<file path="config.mk">
export PLATFORM = sky130hd
export DESIGN_NAME = layer_scheduler
export DESIGN_NICKNAME = d
export VERILOG_FILES = /design/src/rtl/layer_scheduler.sv
export SDC_FILE = /design/constraint.sdc
export NUM_CORES = 1
export LEC_CHECK = 0
export ABC_AREA = 1
export CAP_MARGIN = 5
export CORE_AREA = 5 5 198 200
export CTS_CLUSTER_DIAMETER = 40
export DETAILED_ROUTE_END_ITERATION = 8
export DIE_AREA = 0 0 203 205
export GPL_ROUTABILITY_DRIVEN = 0
export MAX_ROUTING_LAYER = met4
export PLACE_DENSITY = 0.68
export REMOVE_ABC_BUFFERS = 1
export SLEW_MARGIN = 0
export SYNTH_ARGS = -nofsm -noshare
export SYNTH_HDL_FRONTEND = slang
export SYNTH_SLANG_ARGS = --single-unit
export TNS_END_PERCENT = 5
</file>
<file path="constraint.sdc">
create_clock -name clk -period 5.3 [get_ports clk]
set_clock_uncertainty 0.2 [all_clocks]
set_input_delay 0.53 -clock clk [delete_from_list [all_inputs] [get_ports clk]]
set_output_delay 0.53 -clock clk [all_outputs]
set_load 0.01 [all_outputs]
</file>
<file path="src/rtl/layer_scheduler.sv">
// rtl/layer_scheduler.sv - sequences NUM_LAYERS passes through one shared layer datapath
module layer_scheduler #(
  parameter int NUM_LAYERS     = 2,
  parameter int VLEN           = 4,
  parameter int SETTLE_CYCLES  = 2,
  parameter int TIMEOUT_CYCLES = 1024,
  localparam int LIW = (NUM_LAYERS > 1) ? $clog2(NUM_LAYERS) : 1,
  localparam int VW  = 32 * VLEN
) (
  input  logic           clk,
  input  logic           rst,
  input  logic           start,
  input  logic [VW-1:0]  in_vec,
  input  logic           dp_done,
  input  logic [VW-1:0]  dp_result,
  output logic [VW-1:0]  dp_in,
  output logic           dp_restart,
  output logic [LIW-1:0] layer_idx,
  output logic           busy,
  output logic           done,
  output logic           error,
  output logic [VW-1:0]  result
);

  // RUN counter only has to reach TIMEOUT_CYCLES-1: the timeout fires in that cycle
  localparam int RCW = (TIMEOUT_CYCLES > 1) ? $clog2(TIMEOUT_CYCLES) : 1;
  localparam int SCW = $clog2(SETTLE_CYCLES + 1);

  typedef enum logic [2:0] {
    IDLE,
    LOAD,
    RUN,
    SETTLE,
    DONE
  } state_t;

  state_t         state;
  state_t         next_state;
  logic [VW-1:0]  act;
  logic [RCW-1:0] run_cnt;
  logic [SCW-1:0] settle_cnt;

  logic run_accept;
  logic run_timeout;
  logic settle_last;
  logic last_layer;

  // The activation register feeds the datapath directly; no arithmetic here
  assign dp_in = act;

  // A done seen in the very first RUN cycle may be left over from the previous
  // pass, so only later RUN cycles may accept it. Acceptance wins over timeout.
  assign run_accept  = (state == RUN) && dp_done && (run_cnt != '0);
  assign run_timeout = (state == RUN) && !run_accept &&
                       (run_cnt == RCW'(TIMEOUT_CYCLES - 1));
  assign settle_last = (state == SETTLE) && (settle_cnt == SCW'(1));
  assign last_layer  = (layer_idx == LIW'(NUM_LAYERS - 1));

  // State register
  always_ff @(posedge clk) begin
    if (rst) begin
      state <= IDLE;
    end else begin
      state <= next_state;
    end
  end

  // Next-state decode and per-state strobes
  always_comb begin
    next_state = state;
    dp_restart = 1'b0;
    done       = 1'b0;
    busy       = (state != IDLE);
    case (state)
      IDLE: begin
        if (start) begin
          next_state = LOAD;
        end
      end
      LOAD: begin
        dp_restart = 1'b1;
        next_state = RUN;
      end
      RUN: begin
        if (run_accept) begin
          next_state = SETTLE;
        end else if (run_timeout) begin
          next_state = DONE;
        end
      end
      SETTLE: begin
        if (settle_last) begin
          next_state = last_layer ? DONE : LOAD;
        end
      end
      DONE: begin
        done       = 1'b1;
        next_state = IDLE;
      end
      default: begin
        next_state = IDLE;
      end
    endcase
  end

  // Activation, layer index, counters, error flag and final result
  always_ff @(posedge clk) begin
    if (rst) begin
      act        <= '0;
      result     <= '0;
      layer_idx  <= '0;
      error      <= 1'b0;
      run_cnt    <= '0;
      settle_cnt <= '0;
    end else begin
      case (state)
        IDLE: begin
          if (start) begin
            act       <= in_vec;
            layer_idx <= '0;
            error     <= 1'b0;
          end
        end
        LOAD: begin
          run_cnt <= '0;
        end
        RUN: begin
          if (run_accept) begin
            settle_cnt <= SCW'(SETTLE_CYCLES);
          end else if (run_timeout) begin
            // Abort without capturing: act and result keep their old values
            error <= 1'b1;
          end else begin
            run_cnt <= run_cnt + RCW'(1);
          end
        end
        SETTLE: begin
          settle_cnt <= settle_cnt - SCW'(1);
          if (settle_last) begin
            act <= dp_result;
            if (last_layer) begin
              // result mirrors the act value being captured on this same edge
              result <= dp_result;
            end else begin
              layer_idx <= layer_idx + LIW'(1);
            end
          end
        end
        default: begin
        end
      endcase
    end
  end

endmodule

</file>
### Word level (Yosys, flattened, before mapping)

Cells that the tools add are included.

* add/subtract/negate cells: 3
* equal/unequal tests: 13
* muxes and demuxes: 23
* reductions and logical operators: 19

Operators with widths (count)
* $mux W128: 2
* $pmux W128 S2: 1
* $mux W10: 2
* $pmux W10 S2: 1
* $mux W3: 5
* $ne A2 B2 Y1 const B: 6
* $pmux W3 S4: 1
* $reduce_and A3 Y1: 4
* $add A10 B1 Y10 const B: 1
* $eq A10 B10 Y1 const B: 1
* $reduce_bool A10 Y1: 1
* $reduce_bool A2 Y1: 4
* $mux W1: 7
* $eq A3 B2 Y1 const B: 2
* $logic_and A1 B1 Y1: 5
* $pmux W1 S2: 2
* $pmux W2 S2: 1
* $reduce_and A4 Y1: 1
* $eq A3 B1 Y1 const B: 1
* $eq A3 B3 Y1 const B: 1
* $logic_not A3 Y1: 1
* $ne A3 B3 Y1 const B: 1
* $reduce_bool A3 Y1: 1
* $eq A2 B1 Y1 const B: 1
* 5 further kinds: 5

* bits in registers: 273
* logic and storage cells: 65

### Depth between registers and ports, before layout

* depth in word-level cells: 9
* mapped depth: 11
* depth with buffers taken out: 10

### Worst setup path after synthesis

No wires, ideal clock.

* path kind: register to register
* start point: register run_cnt[0]
* end point: register run_cnt[9]
* data arrival time: 1481 ps
* data required time: 4968 ps
* setup slack: 3486 ps
* cell stages (with the launch flop): 10
* period minus slack after synthesis: 1814 ps
* cell sequence: dfxtp_1 > ha_1 > nand2_1 > nor2_1 > nand3_1 > inv_1 > nand3_1 > buf_2 > nand3_1 > a21oi_1

* cells in the longest elaborated chain, start to end: 7
* elaborated cells between the ends (all ways): 13
* classes of those cells: add/sub (1); eq/ne (3); mux (3); reduce/logical (6)

Ends and longest elaborated chain
* start: declaration: line 40 `logic [RCW-1:0] run_cnt;`
* start signal: assignment: line 134 `run_cnt <= run_cnt + RCW'(1);`
* parallel branches: the longest is 7 deep, another holds $add A10 B1 Y10

Several ways; the timed one is not identified. The select of a mux whose other input is x is not followed.
A chain may end at the register's enable or synchronous reset.

### Final worst setup path

* start point: register state[0]
* end point: register act[122], in the netlist dp_in[122]

* cells in the longest elaborated chain, start to end: 4
* elaborated cells between the ends (all ways): 8
* classes of those cells: eq/ne (3); mux (1); reduce/logical (4)

Ends and longest elaborated chain
* start: declaration: line 37 `state_t state;`
* start signal: assignment: line 64 `state <= next_state;`
* $eq A3 B2 Y1: line 56, 116
* $logic_and A1 B1 Y1: line 56 `assign settle_last = (state == SETTLE) && (settle_cnt == SCW'(1));`
* $ne A2 B2 Y1 (no source line)
* $reduce_and A3 Y1 (no source line)
* end signal: assignment: line 119 `act <= in_vec;`
* end signal: assignment: line 140 `act <= dp_result;`
* end: declaration: line 39 `logic [VW-1:0] act;`

Parallel ways exist; a longest one is shown, timed or not.

==> out/metrics.cfg <==
[layout]
seqCellArea_sq_um=5470
multi_input_area_sq_um=5170
n_fill_cell=3608
syn2layout_area_growth_pct=59.6
final_util_pct=49.7
drive_gt1_share_pct=4.76
nets=2372
finalNonFillerCells=2621
fin_area_sq_um=18500

[synthesis]
synthFlopType=dfxtp_1
synth_top_area_share_pct=47.2
ys_warn_count=0
post-synth-top-count-cell=nand2_1
syn_area_per_cell_sq_um=6.98
yosys-top-cells-area=dfxtp_1 47%, nand2_1 14%, o21ai_0 13%, a21oi_1 8.8%, nor2_1 5.4%
synth_enable_flop_cells=0
synthesis.area_sq_um=11600
synth_seq_cells=273
synthCells=1660
synth_top_area_cell=dfxtp_1
ys_types=25
async_flop_share_pct=0
ys_top_cells_by_count=434 x nand2_1, 307 x o21ai_0, 273 x dfxtp_1
synth-seq-area-share_pct=47.2

[die]
ioPinCount=521
num_rows=71
chipHeight_microns=205
die_w_microns=203
fp.coreArea_sq_um=37200
die_area_sq_um=41600
initial_core_util_pct=31.1

[grt]
grt_pass1_wl_microns=68400
met2_usage_pct=34.3
grt_pass1_vias=12400
busiest_layer=met2
grt_overflow=0
grt_util_all_layers_pct=20.8
grt_use_met3_pct=5.86
grt_max_degree=162
use_met1_pct=23.8
antenna_found_initial=2

[run_status]
status=finished, final reports clean

[setup_path]
path_class=flip-flop to flip-flop
r2r-start=state[0]
worstPathRequired_ns=5.48
crit_path_max_fanout=128
cp-start-kind=flip-flop
r2r_slack_ns=1.75
arrival_ns=3.73
r2r_end=dp_in[122]
end_kind=flip-flop
reg2regPathDepth=9

[power]
p_leak_nw=7.37
pwr_density_cell_nw_per_um2=459
totalPowerFinal_mw=8.49
worst_ir_drop_vdd_v=0.000423

[flow_run]
max_cap_viol_count=0

[drt]
vias_per_cell=4.88
routedWlPerCell_microns=17.1
ant_nets=0
vias=12800
route.detailed.drc=0
drtPass1Iterations=7
routed_wirelength_microns=44800
drt_iter0_drc=645

[clocking]
clock_path_buffers=3
holdBufCountCts=0
cts-root-buf=clkbuf_16
cts_tree=built
cts_resized=0
h-tree-depth=2
post_cts_buffers=0
clk_pin_slew_ns=0.05
cts.sinks=273
cts_buffers=46
clk_latency_ns=0.55

[placed_design]
place_ws_ns=1.90
io_buffers=520
placedInstanceArea_sq_um=16900
dp_cells=2535
place_hpwl_microns=30300

[min_path]
worstHoldStart=error
hp-class=flip-flop to flip-flop
worst_hold_path.endpoint=error
hold_depth=2

[timing]
relSlewSlack_pct=21.8
finalCriticalPeriod_ns=3.55
postLayoutSetupSlackWorst_ns=1.75
grt_setup_unrepaired=no
fmax_mhz=282
final_hold_viol_count=0
slew_viol_final=0
fin_crit_sh_pct=66.9
setup_viol=0
tightestPinTransition_ns=1.17

metrics by stage:
stage | setup TNS (ns) | hold slack (ns)
floorplan | -131.69 | 0.236
global placement | 0 | 0.238
detailed placement | 0 | 0.249
CTS | 0 | 0.257
global route | 0 | 0.282
finish | 0 | 0.248
registers in the layout, indices dropped and copies added (netlist names):
| signal | count |
|---|---|
| dp_in | 128 |
| error | 1 |
| run_cnt | 10 |
| result | 128 |
| layer_idx | 1 |
| settle_cnt | 2 |
| state | 3 |
routing by layer:
metal / share of wire [%] / vias up
met5: 0 / -
met4: 3.8 / 0
met1: 40 / 5868
met2: 48 / 533
li1: - / 6298
met3: 8.4 / 98
how the worst max path moves through the flow:
stage	slack (ns)	start	depth (start not counted)	endpoint
floorplan	-0.85	state[0]	8	result[0]
global placement	1.97	state[0]	11	dp_in[102]
detailed placement	1.90	state[0]	11	dp_in[93]
CTS	1.88	state[0]	11	dp_in[8]
global route	1.63	state[0]	11	dp_in[120]
finish	1.75	state[0]	9	dp_in[122]
cells by family after synthesis:
logic type	count (synthesis)	share of synthesized area, %
and+or+nand+nor	636	21.3
AOI/OAI and AO/OA	526	22.8
DFF	273	47.2
buffers and inverters	220	8.20
adders and majority gates	3	0.324
xor gates and xnor gates	2	0.151
cell usage in the layout, fill, tap and decap left out, drive strengths merged:
cell,instances
clkdlybuf4s50,519
nand2,435
o21ai,319
dfxtp,273
a21oi,204
nor2,172
inv,102
clkbuf,55
nand3,22
buf,11
clkinv,8
bufinv,6
nand4,4
diode,3
nor3,3
ha,3
clkinvlp,3
o211ai,1
o21bai,1
xnor2,1
xor2,1
a22oi,1
cell type report:
class	instances	area share, %
multi-input cells	1167	28.0
flip-flops and latches	273	29.6
clock buffers	55	6.74
well taps	474	3.21
inverters	91	1.91
diodes	3	0.0406
clock inverters	28	1.95
repair buffers	530	28.6
worst max-delay path, stage by stage, from the launching register on:
cell	delay, ns
dfxtp_1	0.39
nand2_1	0.11
nor2_4	0.14
inv_6	0.18
nor2_8	0.47
buf_4	0.82
nor2_4	0.07
buf_12	0.26
nand2_1	0.15
a21oi_1	0.07
where the power goes:
| group | leakage, nW | switching, mW | internal (mW) |
|---|---|---|---|
| registers | 2.22 | 0.200 | 2.43 |
| logic | 4.36 | 1.58 | 1.20 |
| clock network | 0.786 | 1.09 | 1.99 |
No activity file was read; power rests on OpenSTA's default activity.
